## src/rtl/pipe_ctrl_seq.sv

```systemverilog
// LEGv8 pipeline control sequencer: per-stage instruction/valid registers with stall,
// branch flush, load-use bubble insertion, per-stage class decode and committed NZCV flags.
module pipe_ctrl_seq #(
  parameter int INST_W      = 32,
  parameter int NUM_STAGES  = 4,
  parameter int ALU_STAGE   = 1,
  parameter int FLUSH_STAGE = 1
) (
  input  logic                         clk,
  input  logic                         rst,
  input  logic [INST_W-1:0]            fetchInst,
  input  logic                         fetchValid,
  output logic                         fetchReady,
  input  logic                         stallReq,
  input  logic                         flushReq,
  input  logic [3:0]                   flagsIn,
  output logic [NUM_STAGES*INST_W-1:0] stageInst,
  output logic [NUM_STAGES-1:0]        stageValid,
  output logic [NUM_STAGES-1:0]        isLoad,
  output logic [NUM_STAGES-1:0]        isStore,
  output logic [NUM_STAGES-1:0]        isBranch,
  output logic [NUM_STAGES-1:0]        regWrite,
  output logic                         loadUseStall,
  output logic [3:0]                   flagsOut
);

  // The load whose result is not yet forwardable sits one stage ahead of decode.
  localparam int       HAZ_STAGE  = 1;
  localparam logic [4:0] XZR      = 5'd31;
  localparam bit       ALU_SQUASH = (ALU_STAGE < FLUSH_STAGE);

  logic [NUM_STAGES-1:0] addi_v, adds_v, subs_v, ldur_v, stur_v;
  logic [NUM_STAGES-1:0] b_v, bl_v, bcond_v, cbz_v, br_v;
  logic                  hazard;
  logic [3:0]            flags_reg, flags_next;

  genvar gi;
  generate
    for (gi = 0; gi < NUM_STAGES; gi++) begin : g_stage
      logic [INST_W-1:0] inst_reg, inst_next, prev_inst;
      logic              valid_reg, valid_next, prev_valid;
      logic [10:0]       op;

      if (gi == 0) begin : g_src
        assign prev_inst  = fetchInst;
        assign prev_valid = fetchValid;
      end else begin : g_src
        assign prev_inst  = stageInst[(gi-1)*INST_W +: INST_W];
        assign prev_valid = stageValid[gi-1];
      end

      // Flush kills everything up to and including the resolving stage's successor slot.
      always_comb begin
        inst_next  = inst_reg;
        valid_next = valid_reg;
        if (!stallReq) begin
          if (flushReq && gi <= FLUSH_STAGE) begin
            inst_next  = '0;
            valid_next = 1'b0;
          end else if (hazard && gi == 0) begin
            inst_next  = inst_reg;
            valid_next = valid_reg;
          end else if (hazard && gi == HAZ_STAGE) begin
            inst_next  = '0;
            valid_next = 1'b0;
          end else begin
            inst_next  = prev_inst;
            valid_next = prev_valid;
          end
        end
      end

      always_ff @(posedge clk) begin
        if (!rst) begin
          inst_reg  <= '0;
          valid_reg <= 1'b0;
        end else begin
          inst_reg  <= inst_next;
          valid_reg <= valid_next;
        end
      end

      assign stageInst[gi*INST_W +: INST_W] = inst_reg;
      assign stageValid[gi]                 = valid_reg;

      assign op          = inst_reg[INST_W-1 -: 11];
      assign addi_v[gi]  = (op[10:1] == 10'b1001000100);
      assign adds_v[gi]  = (op == 11'b10101011000);
      assign subs_v[gi]  = (op == 11'b11101011000);
      assign ldur_v[gi]  = (op == 11'b11111000010);
      assign stur_v[gi]  = (op == 11'b11111000000);
      assign b_v[gi]     = (op[10:5] == 6'b000101);
      assign bl_v[gi]    = (op[10:5] == 6'b100101);
      assign bcond_v[gi] = (op[10:3] == 8'b01010100);
      assign cbz_v[gi]   = (op[10:3] == 8'b10110100);
      assign br_v[gi]    = (op == 11'b11010110000);

      assign isLoad[gi]   = valid_reg & ldur_v[gi];
      assign isStore[gi]  = valid_reg & stur_v[gi];
      assign isBranch[gi] = valid_reg & (b_v[gi] | bl_v[gi] | bcond_v[gi] | cbz_v[gi] | br_v[gi]);
      assign regWrite[gi] = valid_reg & (addi_v[gi] | adds_v[gi] | subs_v[gi] | ldur_v[gi] | bl_v[gi]);
    end
  endgenerate

  logic [4:0] ld_rd, rn0, rm0, rt0;
  logic       use_rn, use_rm, use_rt, src_match;

  assign ld_rd  = stageInst[HAZ_STAGE*INST_W +: 5];
  assign rn0    = stageInst[9:5];
  assign rm0    = stageInst[20:16];
  assign rt0    = stageInst[4:0];
  assign use_rn = addi_v[0] | adds_v[0] | subs_v[0] | ldur_v[0] | stur_v[0] | br_v[0];
  assign use_rm = adds_v[0] | subs_v[0];
  assign use_rt = stur_v[0] | cbz_v[0];

  assign src_match = (use_rn && rn0 == ld_rd) || (use_rm && rm0 == ld_rd) ||
                     (use_rt && rt0 == ld_rd);

  assign hazard = rst & ~flushReq & stageValid[0] & stageValid[HAZ_STAGE] &
                  ldur_v[HAZ_STAGE] & (ld_rd != XZR) & src_match;

  assign loadUseStall = hazard;
  assign fetchReady   = rst & ~stallReq & ~hazard;

  always_comb begin
    flags_next = flags_reg;
    if (!stallReq && stageValid[ALU_STAGE] && (adds_v[ALU_STAGE] | subs_v[ALU_STAGE]) &&
        !(ALU_SQUASH && flushReq))
      flags_next = flagsIn;
  end

  always_ff @(posedge clk) begin
    if (!rst) flags_reg <= 4'b0000;
    else      flags_reg <= flags_next;
  end

  assign flagsOut = flags_reg;

endmodule
```

## config.mk

```make
export PLATFORM = sky130hd
export DESIGN_NAME = pipe_ctrl_seq
export DESIGN_NICKNAME = d
export VERILOG_FILES = /design/src/rtl/pipe_ctrl_seq.sv
export SDC_FILE = /design/constraint.sdc
export NUM_CORES = 1
export LEC_CHECK = 0
export BUFFER_PORTS_ARGS = -buffer_cell sky130_fd_sc_hd__buf_4
export CORE_MARGIN = 2
export CORE_UTILIZATION = 43
export CTS_CLUSTER_SIZE = 25
export DETAILED_ROUTE_END_ITERATION = 16
export GPL_TIMING_DRIVEN = 0
export MAX_ROUTING_LAYER = met4
export PLACE_DENSITY_LB_ADDON = 0.12
export SLEW_MARGIN = 10
export SYNTH_ARGS = -nofsm -noshare
export SYNTH_HDL_FRONTEND = slang
export SYNTH_SLANG_ARGS = --single-unit
```

## constraint.sdc

```tcl
create_clock -name clk -period 3.9 [get_ports clk]
set_clock_uncertainty 0.15 [all_clocks]
set_input_delay 0.78 -clock clk [delete_from_list [all_inputs] [get_ports clk]]
set_output_delay 0.78 -clock clk [all_outputs]
set_load 0.01 [all_outputs]
```

* Yosys cells after proc, flatten, opt, wreduce, memory -nomap -nowiden
Index checks and enable logic that the tools add are counted.
W data, S select, Z words.
** Word-level totals
- Output and inout bits :: 154
- Input bits :: 41
- Flip-flop bits (word level) :: 136
** Operators by class
- Reduce and logical (&&, ||, !) cells :: 9
- Eq/ne operators :: 45
- Multiplexer cells :: 8
- Bitwise gates (word level) :: 64
** Operators by type and width (count)
- $eq A11 B11 Y1 const B :: 20
- $mux W32 :: 4
- $eq A10 B10 Y1 const B :: 4
- $or A1 B1 Y1 :: 37
- $eq A8 B7 Y1 const B :: 4
- $eq A8 B8 Y1 const B :: 4
- $and A1 B1 Y1 :: 24
- $eq A6 B3 Y1 const B :: 4
- $eq A6 B6 Y1 const B :: 4
- $eq A5 B5 Y1 :: 3
- $logic_and A1 B1 Y1 :: 5
- $ne A5 B5 Y1 const B :: 1
- $mux W1 :: 4
- $not A1 Y1 :: 3
- $logic_or A1 B1 Y1 :: 2
- $ne A2 B2 Y1 const B :: 1
- $reduce_and A2 Y1 :: 1
- $logic_not A1 Y1 :: 1

* Logic depth before layout (Yosys ltp)
Gate-level depths: netlist of the first run.
- Word-level depth :: 12
- Gate-level depth with buffers :: 9
- Mapped depth without buffers :: 6

* Least setup slack after synthesis of the first run
OpenSTA, ideal clock, no wires.
- Path kind :: input to output
- From :: in stallReq
- To :: out fetchReady
- Arrival :: 2018 ps
- Path slack :: 952 ps
- Buffers on the path :: 3
- Data required time :: 2970 ps
- Cell stages on the path :: 4
- Path through :: clkbuf_1 -> buf_1 -> clkbuf_1 -> nor3_1
** On the way
- Word-level cells in the longest chain between the ends :: 3
** Ends and longest elaborated chain
- start: declaration :: RTL line 14 : input logic stallReq,
- $not A1 Y1 :: RTL line 123 : assign fetchReady = rst & ~stallReq & ~hazard;
- $and A1 B1 Y1 (2 in a row) :: RTL line 123
- end: declaration :: RTL line 13 : output logic fetchReady,
Every way passes these cells.

* Worst setup path in the final report of the first run
- From :: reg g_stage[1].inst_reg[25]
- To :: out fetchReady
** On the way
- Word-level cells in the longest chain between the ends :: 6
** Ends and longest elaborated chain
- start: declaration :: RTL line 40 : logic [INST_W-1:0] inst_reg, inst_next, prev_inst;
- start signal: assignment :: RTL line 78 : inst_reg <= inst_next;
- $eq A11 B11 Y1 :: RTL line 90 : assign ldur_v[gi] = (op == 11'b11111000010);
- $and A1 B1 Y1 :: RTL line 119 : assign hazard = rst & ~flushReq & stageValid[0] & stageValid[HAZ_STAGE] &
- $and A1 B1 Y1 (2 in a row) :: RTL line 120 : ldur_v[HAZ_STAGE] & (ld_rd != XZR) & src_match;
- $not A1 Y1 :: RTL line 123
- $and A1 B1 Y1 :: RTL line 123
Every way passes these cells.

==> flow_summary.yaml, run 1 <==
synthesis:
  yosys.area_share.simple_pct: 14.9
  synth_mux_area_share_pct: 12.9
  synth_cells: 522
  async_flop_share_pct: 0
  synth_adder_area_share_pct: 0
  synth-xor-area-share_pct: 2.45
  syn_area_um2: 5360
  synth-edff-count: 0
  synth_compound_area_share_pct: 14.9
  ys_seq_area_share_pct: 50.8
  synthFlopType: "dfxtp_1"
  ys_ff_latch: 136
  synth_nets: 563
  yosysWarnings: 0
  synth_top_family_by_area: "compound AO/OA/AOI/OAI gates"
  syn_avg_cell_area_um2: 10.3
  ys_types: 49
clocking:
  cts.clk_slew.worst_paths_ns: 0.05
  root_buffer: "clkbuf_16"
  clock_sinks: 136
  cts-htree-levels: 4
  cts_tree: "yes"
  cts_made_buffers: 17
  clock_latency_ns: 0.41
  hold_buffers: 0
  cts_buffer_depth: 2
global_route:
  antenna_found_initial: 0
  grt_pass1_vias: 4675
  grtUsageTotal_pct: 24.4
  grt_pass1_wl_um: 24600
  grt_overflow_total: 0
  grt_max_degree: 17
timing:
  tightest_slew_ns: 0.934
  rsz0062_at_grt: "no"
  min_period_ns: 3.66
  tns_ns: 0
  drv_slew: 0
  setup_viol: 0
  max_freq_mhz: 273
  max-slew-margin-rel_pct: 37.8
  whs_ns: 0.345
  period_share_pct: 93.9
  hold_viol_final: 0
route:
  drt_iter0_drc: 387
  ant_nets: 0
  drc: 0
  avgRoutedWirePerCell_um: 17.3
  dr_total_vias: 4842
  drt_wl_total_um: 15800
  drtPass1Iterations: 5
  via_per_inst: 5.30
pwr:
  irDropWorstVdd_uv: 256
  power_density_nw_per_um2: 433
  switching_share_pct: 21.3
  p_seq_share_pct: 43.4
  p_clk_share_pct: 50.7
  power_w: 0.00332
  power.leakage_nw: 3.52
  combPwrFrac_pct: 5.9
  p_int_w: 0.00261
  power_switching_w: 0.000707
floorplanning:
  row_count: 40
  io_pins: 195
  core_um2: 12100
  die_area_um2: 13400
  initial_utilization_pct: 44.3
  die_x_um: 116
  dieHeight_um: 116
layout:
  most-common-layout-cells: "buf_4 (199), dfxtp_1 (136), nor2_1 (89)"
  drive_above_1_share_pct: 32.8
  final_area_um2: 7660
  largest_reg_flops: 128
  multi_input_area_um2: 2420
  final_common_cell: "buf_4"
  n_antenna_cell: 0
  regArea_um2: 2720
  areaGrowthSynthToFinish_pct: 42.8
  fillers: 1050
  utilization_pct: 63.2
  nets: 775
worst_setup_path:
  crit_required_ns: 2.97
  critical-path-max-stage-delay_ns: 0.51
  setup.worst_path.start_class: "flop"
  r2r_start: "g_stage[1].inst_reg[25]$_SDFFE_PN0N_"
  cp_cell_sequence: "or4_1, nor3_2, nand3_1, a2111oi_4, or2_2, nor3_1, buf_4"
  critPathTopFamily: "simple AND/OR/NAND/NOR gates"
  cpMaxStageDelayCell: "or4_1"
  timing.critical_path.buf_inv: 1
  cp-end-kind: "output pin"
  crit_arrival_ns: 2.73
  critPathMaxFanout: 8
  crit_start: "g_stage[1].inst_reg[25]$_SDFFE_PN0N_"
  worstSetupPathType: "flop to output pin"
job:
  cap_violations: 0
placed_design:
  io_buffers: 193
  dp_hpwl_um: 11600
  dpl_cell_area_um2: 7020
  place.gp.congestion: 0.883
min_path:
  hp-start: "flagsOut[2]$_SDFFE_PN0P_"
  hp-class: "flop to flop"
status:
  status: "finished, final reports clean"
==> stage by stage <==
| step | instances | setup WS (ns) |
|---|---|---|
| 2_1_floorplan | 522 | 0.952 |
| 3_3_place_gp | 883 | 0.443 |
| 3_5_place_dp | 883 | 0.414 |
| 4_1_cts | 914 | 0.143 |
| 5_1_grt | 914 | 0.104 |
| 6_report | 914 | 0.237 |
==> synthesized netlist by cell type (2+ instances only) <==
cell       count  area [um2]
o2111ai_1      3        26.3
xor2_1         6        52.6
a21oi_1        8        40.0
nor4b_1        2        17.5
o21ai_0        3        15.0
nor3_1        12        60.1
or4_1          2        15.0
clkbuf_1      19        71.3
nor4bb_1       2        20.0
dfxtp_1      136        2720
buf_6          4        45.0
buf_4          6        45.0
a21boi_0       2        15.0
a22o_1        66         578
nand4_1        3        18.8
nand2b_1       4        25.0
or3_1          2        12.5
nand4b_1       2        17.5
and2_1         3        18.8
nor2_1        89         334
nand2_1       12        45.0
mux2i_1       69         691
o2111a_1       2        22.5
nor4_1         4        25.0
nor2b_1        4        25.0
xnor2_1        9        78.8
and3_1         3        18.8
or3b_1         2        17.5
buf_2          4        20.0
inv_1          4        15.0
o22ai_1        3        18.8
or4b_2         3        30.0
o31a_1         2        17.5
nand3_1        7        35.0
buf_1          6        22.5
==> what timing repair did <==
action	4_1_cts	5_1_grt
hold endpoints to repair	0	0
endpoints found under the setup margin	0	1
buffers inserted	0	0
resized for setup	0	1
==> worst min-delay path, stage by stage (launching register included) <==
cell and delay (ns):
dfxtp_1 0.32, mux2i_1 0.07, nor2_1 0.07
==> final timing paths <==
| path | end | slack, ns | depth (start not counted) |
|---|---|---|---|
| worst max-delay path | fetchReady | 0.24 | 7 |
| worst min-delay path | flagsOut[2]$_SDFFE_PN0P_ | 0.34 | 2 |
| worst max register to register | g_stage[0].inst_reg[12]$_SDFFE_PN0P_ | 0.93 | 7 |
| worst min register to register | flagsOut[2]$_SDFFE_PN0P_ | 0.34 | 2 |
==> layout make-up <==
type	count	share of cell area, %
sequential	136	35.6
multi-input combinational	342	31.7
timing repair buffer	193	18.9
clock buffer	20	5.97
tap	168	2.75
buffer	39	2.66
clock inverter	11	2.24
inverter	5	0.245
==> power groups by stage <==
stage	Clock [W]	Sequential [W]	Combinational, W
after floorplan	0	0.00147	0.0000992
after global placement	0	0.00147	0.000195
after detailed placement	0	0.00147	0.000198
after CTS	0.00170	0.00144	0.000198
after global routing	0.00177	0.00144	0.000211
final	0.00168	0.00144	0.000197
==> cell families (layout without fill, tap and decap cells) <==
logic type | count (synthesis) | in the layout
AO/OA/AOI/OAI | 95 | 95
XOR/XNOR | 15 | 15
buffers and inverters | 44 | 268
flip-flops | 136 | 136
multiplexers | 69 | 69
AND/OR/NAND/NOR | 163 | 163
==> layer usage <==
layer  share of wire (%)  vias up  global-route usage (%)
li1                    -     2320                       -
met1                  45     2290                    31.3
met2                  47      205                    37.9
met3                 6.2       27                    5.91
met4                 2.0        0                    8.65
met5                   0        -                       -
Note: power is estimated with default switching activity, not from simulation.
==> run 2: changes to the inputs <==
--- a/config.mk
+++ b/config.mk
@@ -11,7 +11,6 @@
 export CTS_CLUSTER_SIZE = 25
 export DETAILED_ROUTE_END_ITERATION = 16
 export GPL_TIMING_DRIVEN = 0
-export MAX_ROUTING_LAYER = met4
 export PLACE_DENSITY_LB_ADDON = 0.12
 export SLEW_MARGIN = 10
 export SYNTH_ARGS = -nofsm -noshare
==> constraint.sdc (replaced) <==
create_clock -name clk -period 4.2 [get_ports clk]
set_clock_uncertainty 0.15 [all_clocks]
set_input_delay 0.84 -clock clk [delete_from_list [all_inputs] [get_ports clk]]
set_output_delay 0.84 -clock clk [all_outputs]
set_load 0.01 [all_outputs]
==> run 2 against run 1 <==
Effect of this change:
- sequential share of layout area barely moved
- count of clock-buffer cells in the layout did not move
- combinational power fell by 8%
- global-route usage fell by 0.72 points
- die area did not move
- critical path depth did not move
- hold slack barely moved
- sequential power fell by 7%
- cell count did not move
- flip-flop and latch count did not move
- power fell by 7.2%
- critical path type unchanged
- largest power group unchanged
==> flow_summary.yaml, run 2 (synthesized netlist as in run 1, its figures left out) <==
timing:
  min_period_ns: 3.82
  setup_viol: 0
  hold_viol_final: 0
  tightest_slew_ns: 0.919
  period_share_pct: 90.9
  tns_ns: 0
  drv_slew: 0
  max-slew-margin-rel_pct: 38.8
  rsz0062_at_grt: "no"
  max_freq_mhz: 262
clocking:
  clock_latency_ns: 0.40
  clock_sinks: 136
  cts_buffer_depth: 2
  cts_resized: 0
  postCtsSetupBuffers: 0
  root_buffer: "clkbuf_16"
  cts_tree: "yes"
  cts_made_buffers: 17
  cts.clk_slew.worst_paths_ns: 0.06
  cts-htree-levels: 4
  hold_buffers: 0
global_route:
  grt_max_degree: 17
  grt_overflow_total: 0
  grt_pass1_vias: 4683
  grt_pass1_wl_um: 24600
  antenna_found_initial: 0
  grtUsageTotal_pct: 23.7
worst_setup_path:
  critPathMaxFanout: 7
  crit_required_ns: 3.21
  worstSetupPathType: "flop to output pin"
  timing.critical_path.buf_inv: 1
  critPathTopFamily: "simple AND/OR/NAND/NOR gates"
  setup.worst_path.start_class: "flop"
  crit_top_cell: "nor3_1"
  critical-path-max-stage-delay_ns: 0.50
  cp-end-kind: "output pin"
  crit_arrival_ns: 2.83
  cp_cell_sequence: "or3b_1, nor4_1, nor3_1, a2111oi_4, or2_2, nor3_1, buf_4"
  cpMaxStageDelayCell: "nor4_1"
floorplanning:
  core_um2: 12100
  row_count: 40
  die_area_um2: 13400
  dieHeight_um: 116
  initial_utilization_pct: 44.3
  io_pins: 195
  die_x_um: 116
layout:
  nets: 775
  fillers: 1052
  largest_reg_flops: 128
  final_common_cell: "buf_4"
  areaGrowthSynthToFinish_pct: 42.7
  drive_above_1_share_pct: 32.7
  n_antenna_cell: 0
  most-common-layout-cells: "buf_4 (199), dfxtp_1 (136), nor2_1 (89)"
  final_area_um2: 7650
pwr:
  switching_share_pct: 21.3
  irDropWorstVdd_uv: 238
  combPwrFrac_pct: 5.9
  power_switching_w: 0.000655
  p_clk_share_pct: 50.7
  power_density_nw_per_um2: 402
  p_int_w: 0.00242
  p_seq_share_pct: 43.4
  power.leakage_nw: 3.52
placed_design:
  dpl_cell_area_um2: 7020
  place.gp.congestion: 0.868
  dp_hpwl_um: 11600
  io_buffers: 193
route:
  drt_iter0_drc: 346
  avgRoutedWirePerCell_um: 17.2
  drtPass1Iterations: 5
  drt_wl_total_um: 15800
  met2_length_um: 7500
  dr_total_vias: 4820
  ant_nets: 0
  wl_met3_um: 991
  via_per_inst: 5.27
  highest_layer: "met4"
  drc: 0
  met1_length_um: 7010
status:
  status: "finished, final reports clean"
job:
  cap_violations: 0
min_path:
  hp-class: "flop to flop"
[run 2: cell counts in the layout (fill, tap and decap cells not counted)]
Identical to the previous run, type by type.
[run 2: path summary, 6_finish.rpt]
kind,from,to,slack (ns),depth (start not counted)
setup / recovery,g_stage[0].inst_reg[24]$_SDFFE_PN0P_,fetchReady,0.38,7
hold / removal,flagsOut[2]$_SDFFE_PN0P_,flagsOut[2]$_SDFFE_PN0P_,0.34,2
setup reg to reg,g_stage[0].inst_reg[24]$_SDFFE_PN0P_,g_stage[0].inst_reg[12]$_SDFFE_PN0P_,1.14,7
hold reg to reg,flagsOut[2]$_SDFFE_PN0P_,flagsOut[2]$_SDFFE_PN0P_,0.34,2
[run 2: power by group through the flow]
stage,Combinational (W),Sequential [W],Clock [W]
floorplan,0.0000921,0.00136,0
global placement,0.000181,0.00136,0
detailed placement,0.000183,0.00136,0
CTS,0.000184,0.00134,0.00158
global route,0.000196,0.00134,0.00165
finish,0.000182,0.00134,0.00156
[run 2: per-layer routing]
| metal | up-vias | global-route usage [%] |
|---|---|---|
| met5 | - | 0 |
| met4 | 0 | 8.89 |
| met3 | 19 | 6.17 |
| met2 | 181 | 38.0 |
| met1 | 2308 | 30.9 |
| li1 | 2312 | - |
[run 2: stage by stage]
step / hold slack (ns) / power (W) / utilization, % / setup slack [ns] / std cells
2_1_floorplan: 0.376 / 0.00146 / - / 1.13 / 522
3_3_place_gp: 0.326 / 0.00154 / 58.0 / 0.623 / 883
3_5_place_dp: 0.336 / 0.00155 / 58.0 / 0.594 / 883
4_1_cts: 0.355 / 0.00310 / 63.2 / 0.383 / 914
5_1_grt: 0.371 / 0.00318 / 63.2 / 0.189 / 914
6_report: 0.344 / 0.00308 / 63.2 / 0.381 / 914
[run 2: area by class of cell]
| class | count | area [um2] | area share, % |
|---|---|---|---|
| clock buffer | 20 | 457 | 5.97 |
| inverter | 5 | 18.8 | 0.245 |
| buffer | 39 | 204 | 2.67 |
| sequential | 136 | 2720 | 35.6 |
| clock inverter | 11 | 171 | 2.24 |
| timing repair buffer | 193 | 1450 | 18.9 |
| tap | 168 | 210 | 2.75 |
| multi-input combinational | 342 | 2420 | 31.6 |
[run 2: worst register-to-register path, cell delays in order, from the launching register on]
cell and delay [ns]:
dfxtp_1 0.47, or3b_1 0.41, nor4_1 0.50, nor3_1 0.19, a2111oi_4 0.39, o31a_1 0.41, buf_2 0.31, a22o_1 0.16
==> run 3: changes to the inputs <==
--- a/config.mk
+++ b/config.mk
@@ -5,9 +5,12 @@
 export SDC_FILE = /design/constraint.sdc
 export NUM_CORES = 1
 export LEC_CHECK = 0
+export ABC_AREA = 1
 export BUFFER_PORTS_ARGS = -buffer_cell sky130_fd_sc_hd__buf_4
+export CELL_PAD_IN_SITES_DETAIL_PLACEMENT = 1
+export CELL_PAD_IN_SITES_GLOBAL_PLACEMENT = 1
 export CORE_MARGIN = 2
-export CORE_UTILIZATION = 43
+export CORE_UTILIZATION = 35
 export CTS_CLUSTER_SIZE = 25
 export DETAILED_ROUTE_END_ITERATION = 16
 export GPL_TIMING_DRIVEN = 0
==> run 3 against run 2 <==
Effect of this change:
- via count increased by 36%
- sequential power increased by 6%
- largest power group is now sequential cells
- first-iteration DRC count decreased by 12%
- largest cell class is now multi-input gates
- count of clock-buffer cells in the layout decreased by 3
- wire length increased by 35%
- cell count increased by 52%
==> flow_summary.yaml, run 3 <==
synthesis:
  synth_top_area_share_pct: 43.3
  synth_nets: 978
  syn_avg_cell_area_um2: 6.71
  synth-edff-count: 0
  synthFlopType: "dfxtp_1"
  yosysTopAreaCell: "dfxtp_1"
  synth_cells: 937
  ys_types: 39
  ys_seq_area_share_pct: 43.3
  syn_area_um2: 6280
  yosysMostFrequentCell: "nor2_1"
  synth_top_cells_by_area: "dfxtp_1 (43%), nor2_1 (13%), nand2_1 (9.4%), o21ai_0 (5.7%), inv_1 (5.7%)"
  ys_ff_latch: 136
  async_flop_share_pct: 0
  yosysWarnings: 0
  synth.top_cells.by_count: "nor2_1 (222), nand2_1 (157), dfxtp_1 (136), inv_1 (96), o21ai_0 (72)"
clocking:
  root_buffer: "clkbuf_16"
  cts_resized: 0
  postCtsSetupBuffers: 0
  cts_made_buffers: 17
  cts-htree-levels: 4
  clock_sinks: 136
  clock_latency_ns: 0.43
  cts.clk_slew.worst_paths_ns: 0.06
  hold_buffers: 0
  cts_buffer_depth: 2
  cts_tree: "yes"
worst_setup_path:
  critical-path-max-stage-delay_ns: 0.44
  timing.critical_path.buf_inv: 3
  crit_cells: 11
  ff2ff_setup_slack_ns: 2.07
  crit_start: "g_stage[0].inst_reg[21]$_SDFFE_PN0P_"
  r2r_start: "g_stage[0].inst_reg[21]$_SDFFE_PN0P_"
  cp-end-kind: "output pin"
  r2r_end: "g_stage[1].inst_reg[7]$_SDFFE_PN0N_"
  critPathCapture: "fetchReady"
  crit_arrival_ns: 2.24
  cp_cell_sequence: "inv_1, nand2_1, nor2_1, nand3_1, nand3_1, o21bai_2, nand2_1, nand2_4, inv_1, nor3_1, buf_4"
  critPathTopFamily: "simple AND/OR/NAND/NOR gates"
  reg2reg_depth: 13
  crit_required_ns: 3.21
  cpMaxStageDelayCell: "dfxtp_1"
  setup.worst_path.start_class: "flop"
  critPathMaxFanout: 4
  worstSetupPathType: "flop to output pin"
pwr:
  power_w: 0.00326
  power_density_nw_per_um2: 381
  irDropWorstVdd_uv: 284
  switching_share_pct: 29.0
  power_switching_w: 0.000945
  p_int_w: 0.00231
  p_seq_share_pct: 43.7
  combPwrFrac_pct: 13.0
  power.leakage_nw: 4.03
  p_clk_share_pct: 43.4
global_route:
  grtUsageTotal_pct: 22.6
  grt_overflow_total: 0
  grt_pass1_vias: 6400
  grt_pass1_wl_um: 33500
  antenna_found_initial: 0
  grt_max_degree: 17
route:
  highest_layer: "met4"
  avgRoutedWirePerCell_um: 15.4
  dr_total_vias: 6555
  wl_met3_um: 978
  met2_length_um: 10100
  drtPass1Iterations: 4
  ant_nets: 0
  drt_iter0_drc: 306
  drt_wl_total_um: 21300
  via_per_inst: 4.73
  drc: 0
  met1_length_um: 9940
layout:
  largest_reg_flops: 128
  areaGrowthSynthToFinish_pct: 36.3
  n_antenna_cell: 0
  drive_above_1_share_pct: 22.7
  most-common-layout-cells: "nor2_1 (222), buf_4 (199), nand2_1 (157)"
  fillers: 2349
  final_common_cell: "nor2_1"
  nets: 1189
placed_design:
  io_buffers: 192
  place.gp.congestion: 0.868
  dp_hpwl_um: 17000
min_path:
  hp-class: "flop to flop"
floorplanning:
  die_x_um: 138
  initial_utilization_pct: 36.1
  die_area_um2: 19000
  dieHeight_um: 138
  io_pins: 195
  core_um2: 17400
  row_count: 48
timing:
  hold_viol_final: 0
  tightest_slew_ns: 0.661
  tns_ns: 0
  drv_slew: 0
  min_period_ns: 3.23
  period_share_pct: 76.8
  setup_viol: 0
  rsz0062_at_grt: "no"
  max_freq_mhz: 310
  max-slew-margin-rel_pct: 55.9
status:
  status: "finished, final reports clean"
job:
  cap_violations: 0
## run 3: power by group through the flow
stage	Clock [W]	Sequential (W)	Combinational (W)
after floorplan	0	0.00146	0.000208
after global placement	0	0.00145	0.000419
after detailed placement	0	0.00145	0.000427
after CTS	0.00144	0.00142	0.000429
after global routing	0.00149	0.00143	0.000478
final	0.00141	0.00142	0.000423
## run 3: worst min path at each step
stage	from	end	cells after the start
after floorplan	g_stage[2].valid_reg$_SDFFE_PN0N_	g_stage[2].valid_reg$_SDFFE_PN0N_	2
after global placement	g_stage[3].inst_reg[4]$_SDFFE_PN0N_	g_stage[3].inst_reg[4]$_SDFFE_PN0N_	2
after detailed placement	g_stage[3].inst_reg[1]$_SDFFE_PN0N_	g_stage[3].inst_reg[1]$_SDFFE_PN0N_	2
after CTS	g_stage[3].inst_reg[1]$_SDFFE_PN0N_	g_stage[3].inst_reg[1]$_SDFFE_PN0N_	2
after global routing	g_stage[1].inst_reg[14]$_SDFFE_PN0N_	g_stage[1].inst_reg[14]$_SDFFE_PN0N_	2
final	g_stage[3].inst_reg[9]$_SDFFE_PN0N_	g_stage[3].inst_reg[9]$_SDFFE_PN0N_	2
## run 3: kinds of logic (layout without fill, tap and decap cells)
logic type | after synthesis | count (layout) | synth area share [%]
AOI/OAI and AO/OA | 150 | 150 | 12.7
xor gates and xnor gates | 9 | 9 | 1.25
buffers and inverters | 163 | 387 | 10.9
DFF | 136 | 136 | 43.3
and+or+nand+nor | 479 | 479 | 31.8
## run 3: area by class of cell
cell class / count / area (um2) / area share [%]
flip-flops and latches: 136 / 2720 / 31.8
clock buffers: 17 / 425 / 4.97
clock inverters: 15 / 130 / 1.52
plain buffers: 55 / 282 / 3.29
multi-input cells: 638 / 2870 / 33.6
inverters: 108 / 405 / 4.73
repair buffers: 192 / 1440 / 16.8
well taps: 225 / 282 / 3.29
## run 3: stage by stage
stage / setup slack, ns / hold WS (ns) / instances / instance area (um2) / utilization [%]
after floorplan: 1.42 / 0.331 / 937 / 6280 / -
after CTS: 0.939 / 0.340 / 1386 / 8560 / 49.2
after detailed placement: 1.01 / 0.325 / 1354 / 8010 / 46.0
final: 0.975 / 0.333 / 1386 / 8560 / 49.2
after global routing: 0.828 / 0.353 / 1386 / 8560 / 49.2
after global placement: 1.06 / 0.315 / 1354 / 8010 / 46.0
## run 3: metal layers
metal | GRT usage (%) | up-vias
met3 | 4.31 | 20
met4 | 6.52 | 0
met2 | 37.7 | 146
li1 | - | 3384
met5 | 0 | -
met1 | 29.7 | 3005
## run 3: tightest hold or removal path, cell delays in order, from the launching register on
cell	delay, ns
dfxtp_1	0.33
nor2_1	0.05
nor2_1	0.08
